File: src/rtl/decode_table.sv
// Shared decode definitions for the EX stage: multiply/divide operation
// encoding, R-type funct codes and the muldiv_unit state encoding.
package decode_table;

  // R-type funct field values that select the multiply/divide unit
  localparam logic [5:0] R_MULT  = 6'b011000;
  localparam logic [5:0] R_MULTU = 6'b011001;
  localparam logic [5:0] R_DIV   = 6'b011010;
  localparam logic [5:0] R_DIVU  = 6'b011011;

  typedef enum logic [2:0] {
    MD_NONE  = 3'd0,
    MD_MULT  = 3'd1,
    MD_MULTU = 3'd2,
    MD_DIV   = 3'd3,
    MD_DIVU  = 3'd4
  } md_op_t;

  typedef enum logic [1:0] {
    IDLE = 2'd0,
    CALC = 2'd1,
    DONE = 2'd2
  } md_state_t;

  // Signed variants need magnitude conversion and sign correction
  function automatic logic md_is_signed(md_op_t op);
    return (op == MD_MULT) || (op == MD_DIV);
  endfunction

  function automatic logic md_is_div(md_op_t op);
    return (op == MD_DIV) || (op == MD_DIVU);
  endfunction

endpackage

File: src/rtl/muldiv_signfix.sv
// Conditional two's-complement negate. Used as abs() on the operands and
// as the sign correction of the product, quotient and remainder.
module muldiv_signfix #(
  parameter int WIDTH = 32
) (
  input  logic [WIDTH-1:0] val_i,
  input  logic             neg_i,
  output logic [WIDTH-1:0] res_o
);

  // Negate when requested; -2^(W-1) maps onto itself, which reads
  // correctly as the unsigned magnitude 2^(W-1).
  always_comb begin
    res_o = val_i;
    if (neg_i) begin
      res_o = ~val_i + WIDTH'(1);
    end
  end

endmodule

File: src/rtl/muldiv_unit.sv
// Iterative multiply/divide unit: one bit per cycle, shift-add multiply and
// restoring divide on magnitudes, sign correction on the way out.
//
// Handshake: a request is taken when start && ready && op != MD_NONE &&
// !cancel in the same cycle; operands are only sampled on that cycle. busy
// is high while iterating, done pulses for one cycle when hi/lo (and
// div_by_zero) are updated. cancel drops the request/operation and returns
// to IDLE next cycle without touching hi/lo.
module muldiv_unit
  import decode_table::*;
#(
  parameter int WIDTH = 32,
  parameter int CNT_W = $clog2(WIDTH + 1)
) (
  input  logic             clk,
  input  logic             rst_n,
  input  logic             start,
  input  md_op_t           op,
  input  logic [WIDTH-1:0] src_a,
  input  logic [WIDTH-1:0] src_b,
  input  logic             cancel,
  output logic             ready,
  output logic             busy,
  output logic             done,
  output logic [WIDTH-1:0] hi,
  output logic [WIDTH-1:0] lo,
  output logic             div_by_zero,
  output md_state_t        state_o
);

  localparam logic [CNT_W-1:0] LAST_ITER = CNT_W'(WIDTH - 1);

  md_state_t            state_q, state_d;
  logic [CNT_W-1:0]     cnt_q, cnt_d;
  logic                 is_div_q, is_div_d;
  logic                 neg_res_q, neg_res_d;   // result (product/quotient) sign
  logic                 neg_rem_q, neg_rem_d;   // remainder follows dividend
  logic [WIDTH-1:0]     mcand_q, mcand_d;       // multiplicand or divisor magnitude
  logic [2*WIDTH-1:0]   acc_q, acc_d;           // product, or quotient in low half
  logic [WIDTH-1:0]     rem_q, rem_d;           // partial remainder
  logic [WIDTH-1:0]     hi_q, hi_d;
  logic [WIDTH-1:0]     lo_q, lo_d;
  logic                 dbz_q, dbz_d;

  logic                 accept;
  logic                 a_neg, b_neg;
  logic [WIDTH-1:0]     abs_a, abs_b;

  logic [WIDTH:0]       mul_sum;
  logic [2*WIDTH-1:0]   mul_next;
  logic [WIDTH:0]       div_shift;
  logic [WIDTH:0]       div_diff;
  logic                 div_take;
  logic [WIDTH-1:0]     div_rem_next;
  logic [WIDTH-1:0]     div_quo_next;

  logic [2*WIDTH-1:0]   prod_fix;
  logic [WIDTH-1:0]     quo_fix;
  logic [WIDTH-1:0]     rem_fix;

  assign ready       = (state_q == IDLE) || (state_q == DONE);
  assign busy        = (state_q == CALC);
  assign done        = (state_q == DONE);
  assign hi          = hi_q;
  assign lo          = lo_q;
  assign div_by_zero = dbz_q;
  assign state_o     = state_q;

  assign accept = start && ready && (op != MD_NONE) && !cancel;
  assign a_neg  = md_is_signed(op) && src_a[WIDTH-1];
  assign b_neg  = md_is_signed(op) && src_b[WIDTH-1];

  // Operand magnitudes on entry
  muldiv_signfix #(.WIDTH(WIDTH)) u_abs_a (.val_i(src_a), .neg_i(a_neg), .res_o(abs_a));
  muldiv_signfix #(.WIDTH(WIDTH)) u_abs_b (.val_i(src_b), .neg_i(b_neg), .res_o(abs_b));

  // One iteration of both datapaths; the FSM picks which one to keep
  always_comb begin
    mul_sum      = {1'b0, acc_q[2*WIDTH-1:WIDTH]} + (acc_q[0] ? {1'b0, mcand_q} : '0);
    mul_next     = {mul_sum, acc_q[WIDTH-1:1]};
    div_shift    = {rem_q, acc_q[WIDTH-1]};
    div_diff     = div_shift - {1'b0, mcand_q};
    div_take     = ~div_diff[WIDTH];
    div_rem_next = div_take ? div_diff[WIDTH-1:0] : div_shift[WIDTH-1:0];
    div_quo_next = {acc_q[WIDTH-2:0], div_take};
  end

  // Sign correction applied to the final iteration's values
  muldiv_signfix #(.WIDTH(2*WIDTH)) u_fix_prod (.val_i(mul_next), .neg_i(neg_res_q), .res_o(prod_fix));
  muldiv_signfix #(.WIDTH(WIDTH)) u_fix_quo (.val_i(div_quo_next), .neg_i(neg_res_q), .res_o(quo_fix));
  muldiv_signfix #(.WIDTH(WIDTH)) u_fix_rem (.val_i(div_rem_next), .neg_i(neg_rem_q), .res_o(rem_fix));

  // Next-state, datapath load/step and result capture
  always_comb begin
    state_d   = state_q;
    cnt_d     = cnt_q;
    is_div_d  = is_div_q;
    neg_res_d = neg_res_q;
    neg_rem_d = neg_rem_q;
    mcand_d   = mcand_q;
    acc_d     = acc_q;
    rem_d     = rem_q;
    hi_d      = hi_q;
    lo_d      = lo_q;
    dbz_d     = dbz_q;

    case (state_q)
      IDLE, DONE: begin
        if (accept) begin
          is_div_d  = md_is_div(op);
          neg_res_d = a_neg ^ b_neg;
          neg_rem_d = a_neg;
          cnt_d     = '0;
          rem_d     = '0;
          if (md_is_div(op) && (src_b == '0)) begin
            // Deterministic divide-by-zero result, no iteration
            state_d = DONE;
            hi_d    = src_a;
            lo_d    = '1;
            dbz_d   = 1'b1;
          end else if (md_is_div(op)) begin
            state_d = CALC;
            mcand_d = abs_b;
            acc_d   = {{WIDTH{1'b0}}, abs_a};
          end else begin
            state_d = CALC;
            mcand_d = abs_a;
            acc_d   = {{WIDTH{1'b0}}, abs_b};
          end
        end else if (state_q == DONE) begin
          state_d = IDLE;
        end
      end
      CALC: begin
        cnt_d = cnt_q + CNT_W'(1);
        if (is_div_q) begin
          acc_d = {acc_q[2*WIDTH-1:WIDTH], div_quo_next};
          rem_d = div_rem_next;
        end else begin
          acc_d = mul_next;
        end
        if (cnt_q == LAST_ITER) begin
          state_d = DONE;
          dbz_d   = 1'b0;
          if (is_div_q) begin
            hi_d = rem_fix;
            lo_d = quo_fix;
          end else begin
            hi_d = prod_fix[2*WIDTH-1:WIDTH];
            lo_d = prod_fix[WIDTH-1:0];
          end
        end
      end
      default: state_d = IDLE;
    endcase

    // Flush overrides everything and never publishes a result
    if (cancel) begin
      state_d = IDLE;
      hi_d    = hi_q;
      lo_d    = lo_q;
      dbz_d   = dbz_q;
    end
  end

  // State and datapath registers
  always_ff @(posedge clk or negedge rst_n) begin
    if (!rst_n) begin
      state_q   <= IDLE;
      cnt_q     <= '0;
      is_div_q  <= 1'b0;
      neg_res_q <= 1'b0;
      neg_rem_q <= 1'b0;
      mcand_q   <= '0;
      acc_q     <= '0;
      rem_q     <= '0;
      hi_q      <= '0;
      lo_q      <= '0;
      dbz_q     <= 1'b0;
    end else begin
      state_q   <= state_d;
      cnt_q     <= cnt_d;
      is_div_q  <= is_div_d;
      neg_res_q <= neg_res_d;
      neg_rem_q <= neg_rem_d;
      mcand_q   <= mcand_d;
      acc_q     <= acc_d;
      rem_q     <= rem_d;
      hi_q      <= hi_d;
      lo_q      <= lo_d;
      dbz_q     <= dbz_d;
    end
  end

endmodule

File: config.mk
export PLATFORM = sky130hd
export DESIGN_NAME = muldiv_unit
export DESIGN_NICKNAME = d
export VERILOG_FILES = /design/src/rtl/decode_table.sv /design/src/rtl/muldiv_signfix.sv /design/src/rtl/muldiv_unit.sv
export SDC_FILE = /design/constraint.sdc
export NUM_CORES = 1
export LEC_CHECK = 0
export ABC_AREA = 1
export ABC_CLOCK_PERIOD_IN_PS = 4900
export CAP_MARGIN = 20
export CORE_MARGIN = 3
export CORE_UTILIZATION = 35
export CTS_CLUSTER_SIZE = 12
export DETAILED_ROUTE_END_ITERATION = 8
export DONT_BUFFER_PORTS = 1
export PLACE_DENSITY = 0.61
export SLEW_MARGIN = 40
export SYNTH_ARGS = -nofsm -noshare
export SYNTH_HDL_FRONTEND = slang
export SYNTH_SLANG_ARGS = --single-unit
File: constraint.sdc
create_clock -name clk -period 4.9 [get_ports clk]
set_clock_uncertainty 0.15 [all_clocks]
set_input_delay 0.98 -clock clk [delete_from_list [all_inputs] [get_ports clk]]
set_output_delay 0.98 -clock clk [all_outputs]
set_load 0.01 [all_outputs]
# After elaboration in Yosys (flattened, before gate mapping)
# Cells that the tools add are included.
[totals]
ff_bits = 204
latch_bits = 0
ramBits = 0
rom_bits = 0
inputBits = 71
output_inout_bits = 70
wordCells = 104
memories = 0
[classes]
add_sub_neg = 8
n_mul = 0
n_div = 0
n_lt_le_gt_ge = 0
n_eq_ne = 14
shift = 0
n_mux = 38
bitwise = 9
reduce_logical = 23
[op_table]
columns = ["operator", "n"]
rows = [
  ["32-bit two-way mux", 18],
  ["64-bit two-way mux", 4],
  ["32-bit case mux with 2 select lines", 3],
  ["32-bit by 1-bit adder with 32-bit output (second input constant)", 4],
  ["32-bit NOT", 4],
  ["64-bit case mux with 2 select lines", 1],
  ["64-bit by 1-bit adder with 64-bit output (second input constant)", 1],
  ["64-bit NOT", 1],
  ["32-bit by 32-bit adder with 33-bit output", 1],
  ["33-bit by 32-bit subtractor with 33-bit output", 1],
  ["32-bit zero test", 1],
  ["6-bit case mux with 2 select lines", 1],
  ["2-bit two-way mux", 5],
  ["3-bit AND reduction", 3],
  ["2-bit inequality test (second input constant)", 4],
  ["6-bit by 1-bit adder with 6-bit output (second input constant)", 1],
  ["6-bit by 5-bit equality test with 1-bit output (second input constant)", 1],
  ["1-bit logical AND", 6],
  ["6-bit two-way mux", 1],
  ["2-bit AND reduction", 3],
  ["5-bit AND reduction", 1],
  ["2-bit by 1-bit inequality test with 1-bit output (second input constant)", 2],
  ["4-bit inequality test (second input constant)", 1],
  ["2-bit case mux with 2 select lines", 1],
  ["17 further kinds", 23],
]

# Depth between registers and ports, before layout
# Gate-level depths: netlist of the first run.
[logic_depth]
depth_word = 8
ltp_mapped = 29
ltp_nobuf = 28

# By module
# Synthesis of the first run repeated with hierarchy kept, for this count alone.
[hier_totals]
cells_unflattened = 3673
hier_area_um2 = 22084.9
[modules_own_cells]
columns = ["mod", "instances", "cells_per_inst", "area_each_um2", "seq_area_each_um2"]
rows = [
  ["muldiv_unit", 1, 2267, 15184.6, 5104.9],
  ["muldiv_signfix at u_abs_a ...", 4, 227, 1108.6, 0.0],
  ["muldiv_signfix at u_fix_prod", 1, 498, 2466.1, 0.0],
]

# Worst setup path before layout of the first run
# Ideal clock, no wire load.
[synth_timing]
path_type = "reg2reg"
start = "reg acc_q[31]"
end = "reg lo_q[28], in the netlist lo[28]"
setup_ps = 134
arrival_ps = 3353
required_time_ps = 4616
setup_slack_ps = 1263
stages_incl_launch_ff = 24
path_buffers = 2
period_less_slack_ps = 3637
path_cell_list = "dfrtp_1 inv_1 ha_1 fa_1 inv_1 nand2_1 nand2_1 nand3_1 nand2_2 nand2_1 nand2_2 nand2_4 nand3_2 nand2_4 buf_8 buf_6 ha_1 nor2_1 inv_1 nand2_1 xor2_1 nor2_1 a311oi_1 o21ai_0"
[synth_via]
elab_chain_cells = 8
[synth_rtl]
columns = ["item", "line_no", "rtl"]
rows = [
  ["from (decl)", "muldiv_unit.sv:39", "logic [2*WIDTH-1:0] acc_q, acc_d;"],
  ["from (signal assigned)", "muldiv_unit.sv:175", "acc_q <= '0;"],
  ["from (signal assigned)", "muldiv_unit.sv:187", "acc_q <= acc_d;"],
  ["33-bit by 32-bit subtractor with 33-bit output", "muldiv_unit.sv:82", "div_diff = div_shift - {1'b0, mcand_q};"],
  ["1-bit NOT", "muldiv_unit.sv:83", "div_take = ~div_diff[WIDTH];"],
  ["32-bit NOT", "muldiv_signfix.sv:16", "res_o = ~val_i + WIDTH'(1);"],
  ["32-bit by 1-bit adder with 32-bit output", "muldiv_signfix.sv:16", ""],
  ["32-bit two-way mux", "muldiv_signfix.sv:15", "if (neg_i) begin"],
  ["32-bit two-way mux", "muldiv_unit.sv:145", "if (is_div_q) begin"],
  ["32-bit two-way mux", "muldiv_unit.sv:142", "if (cnt_q == LAST_ITER) begin"],
  ["32-bit case mux with 2 select lines", "muldiv_unit.sv:107", "case (state_q)"],
  ["to (signal assigned)", "muldiv_unit.sv:190", "lo_q <= lo_d;"],
  ["to (decl)", "muldiv_unit.sv:42", "logic [WIDTH-1:0] lo_q, lo_d;"],
]
# No other way between the ends. The select of a mux whose other input is x is not followed.
# A chain may end at the register's enable or synchronous reset.

# Worst setup path in the final report of the first run
[layout_timing]
start = "reg acc_q[31]"
end = "reg hi_q[20], in the netlist hi[20]"
[layout_via]
elab_chain_cells = 8
elab_cells_between_ends = 11
classes_between = "add/sub (3); mux (6); bitwise (2)"
[layout_rtl]
columns = ["item", "line_no", "rtl"]
rows = [
  ["33-bit by 32-bit subtractor with 33-bit output", "muldiv_unit.sv:82", ""],
  ["32-bit two-way mux", "muldiv_unit.sv:84", "div_rem_next = div_take ? div_diff[WIDTH-1:0] : div_shift[WIDTH-1:0];"],
  ["32-bit NOT", "muldiv_signfix.sv:16", ""],
  ["32-bit by 1-bit adder with 32-bit output", "muldiv_signfix.sv:16", ""],
  ["32-bit two-way mux", "muldiv_signfix.sv:15", ""],
  ["32-bit two-way mux *", "muldiv_unit.sv:145", ""],
  ["32-bit two-way mux *", "muldiv_unit.sv:142", ""],
  ["32-bit case mux with 2 select lines *", "muldiv_unit.sv:107", ""],
  ["to (signal assigned)", "muldiv_unit.sv:189", "hi_q <= hi_d;"],
  ["to (decl)", "muldiv_unit.sv:41", "logic [WIDTH-1:0] hi_q, hi_d;"],
]
# Every way passes the cells marked *; elsewhere a longest branch is shown, timed or not. The select of a mux whose other input is x is not followed.

==> qor.txt, run 1 <==
total detailed-routing wirelength - 88200 um
maximum root-to-sink buffer count - 3
synthesized netlist cell count - 3297
per-instance average area after synthesis - 6.058 um^2
cell types occupying the most area after synthesis - dfrtp_1 (26%), nand2_1 (19%), inv_1 (8.0%)
Compound-Gate Fraction of Synth Area - 17.83%
setup slack of the most critical reg-to-reg path - 0.39 ns
clock latency at the later pin of the worst-skew pair - 0.58 ns
number of global-route vias before repair - 20690
Port Buf Inserts - 0
count of synthesis-stage warnings from yosys - 0
Final TNS setup - 0 ns
actual slew at the worst max-slew pin - 0.8748 ns
Lkg Pwr - 11.08 nW
cell count of the worst reg-to-reg path - 25
Syn Nets - 3440
Die Area - 0.05997 mm^2
placed cell count - 3959
WP data required - 5.26 ns
power density of the placed cells - 469.2 mW/mm^2
clock-pin slew of the registers on the worst-case setup and hold paths - 0.06 ns
maximum level of the CTS H-tree - 1
kind of launch point of the worst setup path - register
layout cells sized above 1 - 4.814%
num ports - 141
clock tree from TritonCTS - built
CP max stage cell - fa_1
minimum hold slack - -0.04987 ns
number of sinks driven by the clock tree - 204
async set or reset register ratio after synthesis - 100.0%
total number of cells along the worst setup path - 25
power dissipated by switching net loads - 5.201 mW
Die Span Y - 244.9 um
failing checks - hold timing
fin cells - 4010
family with the most delay on the worst path - simple AND/OR/NAND/NOR gates
Hold WC Path Type - primary input to async pin
highest clock rate - 221.8 MHz
most frequent cells after synthesis - nand2_1 (1000), inv_1 (426), nor2_1 (335)
Worst Setup End Kind - register
post-cts gate resize count - 0
final net count - 3384
layout overhead on the synthesized area - 8.237%
Std-Cell Core Area - 0.05574 mm^2
Total GRT Usage - 28.64%
worst setup slack after layout - 0.3908 ns
Post-Route Utilization - 38.79%
number of synthesized flops with an enable pin - 0
Slew Limit Headroom - 41.68%
area share of and/or/nand/nor cells after synthesis - 35.71%
global route overflow - 0
total number of placement rows - 86
total power - 10.14 mW
initial antenna violation count - 1
maximum VDD drop - 298.4 uV
total DRC errors in the routed layout - 0
Final Cycle Share - 92.02%
TritonRoute pass-1 iters - 5
Setup WS pre-CTS - 0.5149 ns
ratio of routed vias to standard cells - 5.546
last weighted congestion value of the routability-driven placer - 1.006
starting density of the core - 35.84%
net switching fraction of the power - 51.27%
count of endpoints failing hold in the final timing report - 42
via count - 22240
delay of the slowest cell on the worst path - 0.41 ns
dominant combinational cell family by area after synthesis - simple AND/OR/NAND/NOR gates
max cap viols - 0
worst path arrival time - 4.87 ns
count of final max-slew check failures - 0
portion of total power attributed to combinational logic - 50.5%
# Post-CTS Setup Buffers - 0
shortest clock period the worst path allows after layout - 4.509 ns
Power Internal - 4.943 mW
result of the run - complete, but fails checks
Clk Tree Root Cell - clkbuf_16
register bit count reported by yosys - 204
count of antenna-violating nets left after detailed routing - 0
final setup violating endpoints - 0
largest net degree at the start of global routing - 205
share of Yosys cell area claimed by the top area cell type - 25.56%
buffer and inverter count on the worst path - 2
Detailed Place HPWL - 69790 um
summed area of non-filler cells in the final layout - 0.02162 mm^2
Inserted Clock Buffers - 28
Synth Area in XOR/XNOR - 5.086%
count leader, synth - nand2_1
overall die width - 244.9 um
Synth Area in Adders - 4.585%
number of distinct library cells after synthesis - 53
dominant cell type by area after synthesis - dfrtp_1
First DRT Iteration DRCs - 2396
sequential element share of the synthesized area - 25.56%
Post-Synthesis Cell Area - 0.01997 mm^2
Setup CP Type - register to register
mux cell area share after synthesis - 0%
power share of the sequential group - 29.2%
dominant synthesized flop cell - dfrtp_1
Placement Cell Area - 0.02073 mm^2
worst reg2reg path endpoint - hi[20]
start of the worst register-to-register path - acc_q[31]
first-pass GRT wire length - 132200 um
part of the power in the clock network - 20.3%
Critical Path Fanout Max - 29
most frequent cell on the critical path - nand2_1
setup repair after global routing missed its margin - no
average detailed-routed wire length per instance - 22.00 um
fillcell total - 6279
-- logic make-up (layout without fill, tap and decap cells) --
kind of cell	count (synthesis)	count (layout)
flip-flops	204	204
XOR/XNOR	116	116
other	0	1
buffers and inverters	573	537
AND/OR/NAND/NOR	1715	1715
AO/OA/AOI/OAI	617	617
adder cells (fa/ha/maj)	72	72
-- flip-flops by register name (all words and copies together) (netlist names), 2 cells and up --
signal and flops:
acc_q 64, hi 32, lo 32, mcand_q 32
rem_q 32, cnt_q 6, state_o 2
-- placed cells by master (no fill, tap or decap), drive strengths merged, types with 18 or more instances in the layout --
cell       n
nand2   1027
inv      439
nor2     343
o21ai    264
nand3    225
dfrtp    204
a21oi    140
xor2      82
ha        70
o22ai     57
o211ai    41
nor3      41
buf       41
clkbuf    41
a31oi     37
nand4     35
xnor2     34
nor4      19
o221ai    18
-- routing by layer --
layer	wire, um	vias up	global-route usage [%]
met5	11	-	0
met2	37280	991	43.44
met1	39540	10440	40.70
met3	7857	165	5.418
li1	-	10650	-
met4	3509	2	9.795
-- power groups by stage --
stage	combinational, mW	clock, mW	sequential (mW)
final	5.12	2.06	2.96
after global routing	5.66	2.13	3.03
after CTS	5.00	2.08	2.96
after detailed placement	4.97	0	2.98
after global placement	4.97	0	2.99
after floorplan	3.50	0	2.70
-- how the worst max path moves through the flow --
stage               from  endpoint  slack, ns
6_report       acc_q[31]    hi[20]       0.39
5_1_grt        acc_q[31]    hi[19]       0.02
4_1_cts        acc_q[31]    hi[19]       0.50
3_5_place_dp   acc_q[31]    hi[15]       0.51
3_3_place_gp   acc_q[31]    hi[15]       0.51
2_1_floorplan  acc_q[31]    lo[28]       1.26
-- worst reg2reg max path, stage by stage (launching register included) --
cell	delay [ns]
dfrtp_1	0.36
inv_1	0.15
ha_1	0.24
fa_1	0.41
inv_1	0.11
nand2_1	0.07
nand2_1	0.09
nand3_1	0.10
nand2_2	0.16
nand2_1	0.08
nand2_2	0.10
nand2_4	0.07
nand2_2	0.10
nand2_2	0.16
nand2_4	0.34
nand2_1	0.08
o21ai_1	0.12
ha_1	0.25
nand3_1	0.14
nor2_1	0.31
nand3_1	0.21
nand2_1	0.16
o21ai_0	0.09
o21ai_1	0.25
nand2_1	0.08
nand2_1	0.06
-- cell type report --
class,count,area (um^2),share of cell area [%]
multi-input cells,2520,12670,58.60
clock inverters,9,73.82,0.3415
flip-flops and latches,204,5107,23.62
inverters,446,1675,7.749
well taps,748,935.9,4.329
clock buffers,41,810.8,3.750
diodes,1,2.502,0.01157
repair buffers,41,345.3,1.597
No activity file was read; power rests on OpenSTA's default activity.
==> run 2, diff against run 1 <==
- DONT_BUFFER_PORTS: 1 -> default
- PLACE_DENSITY: 0.61 -> 0.64
==> run 2 against run 1 <==
Net effect:
- sequential power fell by 6.8%
- power rose by 5.8%
- worst hold slack improved by 0.24 ns
- routed wire length fell by 3.6%
- die area did not move
- highest routed layer unchanged
- non-clock buffer count rose by 148
- the run now ends clean
- clock-buffer cell count fell by 1
- core utilization rose by 2.6 points
- cell count rose by 3.5%
- via count rose by 2.1%
==> qor.txt, run 2 (synthesis results as in run 1) <==
result of the run - finished, final reports clean
clock latency at the later pin of the worst-skew pair - 0.58 ns
most frequent cell on the critical path - nand2_1
total detailed-routing wirelength - 85010 um
Std-Cell Core Area - 0.05574 mm^2
ratio of routed vias to standard cells - 5.466
Total GRT Usage - 27.41%
count of endpoints failing hold in the final timing report - 0
num ports - 141
minimum hold slack - 0.1949 ns
Worst Setup End Kind - register
Clk Tree Root Cell - clkbuf_16
WP data required - 5.21 ns
layout cells sized above 1 - 4.730%
first-pass GRT wire length - 127500 um
power density of the placed cells - 464.8 mW/mm^2
fillcell total - 6143
total DRC errors in the routed layout - 0
post-cts gate resize count - 0
Slew Limit Headroom - 42.51%
number of sinks driven by the clock tree - 204
Final TNS setup - 0 ns
largest net degree at the start of global routing - 68
shortest clock period the worst path allows after layout - 4.479 ns
Port Buf Inserts - 140
final setup violating endpoints - 0
maximum root-to-sink buffer count - 3
Post-CTS Hold Fix Bufs - 0
Detailed Place HPWL - 68130 um
kind of launch point of the worst setup path - register
final net count - 3530
CP max stage cell - fa_1
# Post-CTS Setup Buffers - 0
most frequent cells in the layout - nand2_1 (1000), inv_1 (425), nor2_1 (330), o21ai_0 (249), nand3_1 (223)
worst setup slack after layout - 0.4213 ns
Lkg Pwr - 11.65 nW
clock tree from TritonCTS - built
maximum VDD drop - 301.8 uV
Hold WC Path Type - primary input to async pin
register bank with the most flops - acc_q
initial antenna violation count - 2
TritonRoute pass-1 iters - 6
starting density of the core - 35.84%
highest clock rate - 223.3 MHz
family with the most delay on the worst path - simple AND/OR/NAND/NOR gates
Die Span Y - 244.9 um
maximum level of the CTS H-tree - 1
via count - 22700
average detailed-routed wire length per instance - 20.47 um
buffer and inverter count on the worst path - 3
total number of placement rows - 86
First DRT Iteration DRCs - 2593
layout overhead on the synthesized area - 15.60%
ANT cells - 0
Die Area - 0.05997 mm^2
global route overflow - 0
last weighted congestion value of the routability-driven placer - 1.009
setup repair after global routing missed its margin - no
worst path arrival time - 4.79 ns
clock-pin slew of the registers on the worst-case setup and hold paths - 0.06 ns
leading cell type in the layout, fill and taps excluded - nand2_1
count of final max-slew check failures - 0
Final Cycle Share - 91.40%
Setup CP Type - register to register
delay of the slowest cell on the worst path - 0.43 ns
number of global-route vias before repair - 20780
number of flip-flops in the largest register - 64
Critical Path Fanout Max - 28
Inserted Clock Buffers - 26
Setup WS pre-CTS - 0.4032 ns
max cap viols - 0
count of antenna-violating nets left after detailed routing - 0
overall die width - 244.9 um
actual slew at the worst max-slew pin - 0.8534 ns
Post-Route Utilization - 41.43%
==> run 2: cell count changes in the layout (fill, tap and decap cells not counted), sizes merged <==
| cell | before | now |
|---|---|---|
| inv | 439 | 440 |
| clkinv | 15 | 9 |
| bufinv | 1 | 2 |
| clkdlybuf4s50 | 0 | 139 |
| diode | 1 | 0 |
| buf | 41 | 50 |
| clkbuf | 41 | 40 |
==> run 2: through the flow <==
stage | std cells | total power, mW | cell area [um^2]
2_1_floorplan | 3297 | 6.199 | 19970
3_3_place_gp | 4105 | 8.528 | 22200
3_5_place_dp | 4107 | 8.544 | 22240
4_1_cts | 4152 | 10.59 | 23090
5_1_grt | 4152 | 11.43 | 23090
6_report | 4152 | 10.73 | 23090
==> run 2: worst reg2reg max path, stage by stage (launching register included) <==
cell and delay, ns:
dfrtp_1 0.35, inv_1 0.11, ha_1 0.24, fa_1 0.43, inv_1 0.10, nand2_1 0.07
nand2_1 0.09, nand3_1 0.09, nand2_2 0.14, nand2_1 0.08, nand2_2 0.12, nand2_4 0.08
nand2_2 0.10, nand2_2 0.08, nand2_4 0.15, buf_4 0.33, nand2_1 0.14, nand2_1 0.17
nand2_1 0.14, nor2_2 0.20, nand2_1 0.08, nor2_2 0.27, o21ai_0 0.12, nand3_1 0.13
nand3_1 0.20, nand2_1 0.15, nand2_1 0.06
==> run 2: worst paths after layout <==
kind / startpoint / end / depth (start not counted) / slack, ns
min in group clk: cnt_q[5] / cnt_q[5] / 1 / 0.32
max in group asynchronous: rst_n / hi[28] / 2 / 3.46
setup / recovery: acc_q[31] / hi[13] / 26 / 0.42
setup reg to reg: acc_q[31] / hi[13] / 26 / 0.42
hold / removal: rst_n / lo[6] / 1 / 0.19
hold reg to reg: cnt_q[5] / cnt_q[5] / 1 / 0.32
==> run 2: layout make-up <==
type                    instances  area (um^2)  area share [%]
inverters                     446         1674           7.250
well taps                     748        935.9           4.053
clock buffers                  40        763.2           3.305
repair buffers                189         1852           8.020
flip-flops and latches        204         5107           22.12
clock inverters                 5        90.09          0.3901
multi-input cells            2520        12670           54.86
==> run 2: per-layer routing <==
layer | track usage (%) | share of wire [%] | up-vias
met3 | 4.992 | 9.6 | 135
met1 | 38.72 | 44 | 10550
li1 | - | - | 10930
met2 | 42.67 | 43 | 1077
met5 | 0 | 0.032 | -
met4 | 7.954 | 3.5 | 4
==> run 2: where the power goes <==
part | total [mW] | leakage [nW] | switching (mW) | internal (mW)
Clock | 2.02 | 0.416 | 0.850 | 1.17
Combinational | 5.95 | 8.68 | 3.96 | 2.00
Sequential | 2.76 | 2.56 | 0.517 | 2.24
Total | 10.7 | 11.7 | 5.32 | 5.41
==> run 3, diff against run 2 <==
- CTS_CLUSTER_DIAMETER: default -> 80
==> run 3 against run 2 <==
Net effect:
- routed wire length decreased by 0.40%
- cell count shrank 0.34%
- clock-buffer cell count fell by 14
- design area is 0.90% lower
- non-clock buffer count unchanged
- via count is 0.35% lower
- core utilization decreased by 0.37 points
- clock power down 18%
- flip-flop and latch count unchanged
- critical path type unchanged
- largest power group unchanged
==> qor.txt, run 3 (synthesis results as in run 1) <==
number of flip-flops in the largest register - 64
leading cell type in the layout, fill and taps excluded - nand2_1
CP max stage cell - fa_1
WP data required - 5.18 ns
First DRT Iteration DRCs - 2420
Placement Cell Area - 0.02224 mm^2
Die Area - 0.05997 mm^2
Final Cycle Share - 91.83%
global route overflow - 0
shortest clock period the worst path allows after layout - 4.500 ns
via count - 22620
Lkg Pwr - 11.55 nW
total DRC errors in the routed layout - 0
ANT cells - 0
count of final max-slew check failures - 0
Hold WC Path Type - primary input to async pin
ratio of routed vias to standard cells - 5.465
Inserted Clock Buffers - 22
total detailed-routing wirelength - 84670 um
Slew Limit Headroom - 42.39%
Port Buf Inserts - 140
overall die width - 244.9 um
clock tree from TritonCTS - built
result of the run - finished, final reports clean
Total GRT Usage - 27.32%
starting density of the core - 35.84%
max cap viols - 0
TritonRoute pass-1 iters - 8
clock-pin slew of the registers on the worst-case setup and hold paths - 0.07 ns
power density of the placed cells - 453.2 mW/mm^2
layout overhead on the synthesized area - 14.56%
Setup CP Type - register to register
Post-CTS Hold Fix Bufs - 0
summed area of non-filler cells in the final layout - 0.02288 mm^2
number of global-route vias before repair - 20810
fillcell total - 6158
setup repair after global routing missed its margin - no
count of endpoints failing hold in the final timing report - 0
register bank with the most flops - acc_q
num ports - 141
total number of placement rows - 86
Detailed Place HPWL - 68130 um
final setup violating endpoints - 0
Critical Path Fanout Max - 28
layout cells sized above 1 - 4.484%
final net count - 3526
average detailed-routed wire length per instance - 20.46 um
last weighted congestion value of the routability-driven placer - 1.009
maximum root-to-sink buffer count - 3
initial antenna violation count - 3
delay of the slowest cell on the worst path - 0.43 ns
actual slew at the worst max-slew pin - 0.8552 ns
kind of launch point of the worst setup path - register
Clk Tree Root Cell - clkbuf_16
most frequent cells in the layout - nand2_1 (1000), inv_1 (425), nor2_1 (330), o21ai_0 (249), nand3_1 (223)
count of antenna-violating nets left after detailed routing - 0
total power - 10.37 mW
largest net degree at the start of global routing - 68
Worst Setup End Kind - register
most frequent cell on the critical path - nand2_1
Final TNS setup - 0 ns
Post-Route Utilization - 41.05%
Seq. cell area - 0.005107 mm^2
minimum hold slack - 0.1971 ns
area of the multi-input gates - 0.01267 mm^2
post-cts gate resize count - 0
clock latency at the later pin of the worst-skew pair - 0.56 ns
Std-Cell Core Area - 0.05574 mm^2
first-pass GRT wire length - 127100 um
worst path arrival time - 4.78 ns
highest clock rate - 222.2 MHz
maximum level of the CTS H-tree - 1
number of sinks driven by the clock tree - 204
# Post-CTS Setup Buffers - 0
Die Span Y - 244.9 um
maximum VDD drop - 279.3 uV
==> run 3: changes by cell type in the layout (fill, tap and decap cells not counted), sizes merged <==
cell	before	now
clkbuf	40	26
bufinv	2	1
clkinv	9	8
clkinvlp	0	1
inv	440	441
==> run 3: worst paths after layout <==
| kind | start | endpoint | slack (ns) | cells past startpoint |
|---|---|---|---|---|
| max | acc_q[31] | hi[13] | 0.40 | 26 |
| min | rst_n | lo[12] | 0.20 | 1 |
| min in group clk | cnt_q[5] | cnt_q[5] | 0.32 | 1 |
| max reg2reg | acc_q[31] | hi[13] | 0.40 | 26 |
| max in group asynchronous | rst_n | hi[29] | 3.43 | 2 |
| min reg2reg | cnt_q[5] | cnt_q[5] | 0.32 | 1 |
==> run 3: area by class of cell <==
type | count | area share (%)
Sequential cell | 204 | 22.32
Inverter | 446 | 7.316
Clock inverter | 5 | 0.3062
Tap cell | 748 | 4.090
Clock buffer | 26 | 2.515
Multi-Input combinational cell | 2520 | 55.36
Timing Repair Buffer | 189 | 8.092
==> run 3: stage by stage <==
step                      setup slack, ns  instances
final                              0.4004       4138
after global routing              0.05699       4138
after CTS                          0.5366       4138
after detailed placement           0.4032       4107
after global placement             0.3340       4105
after floorplan                     1.263       3297
==> run 3: power by group <==
group | total (mW) | internal [mW] | switching, mW | leakage (nW)
logic | 5.95 | 2.00 | 3.96 | 8.68
registers | 2.76 | 2.24 | 0.516 | 2.56
clock network | 1.66 | 0.885 | 0.774 | 0.313
total | 10.4 | 5.12 | 5.25 | 11.6
==> run 3: critical path, delay by kind of cell, from the launching register on <==
kind            cells  cell delay, ns
simple gates       20            2.53
fa+ha+maj           2            0.67
compound gates      1            0.12
buf+inv             3            0.54
flops               1            0.35
==> run 3: metal layers <==
metal,wire length (um),track usage (%),share of wire [%]
met1,36570,37.77,43
met2,36670,42.52,43
met3,8376,6.041,9.9
met4,3024,8.371,3.6
met5,41,0,0.048
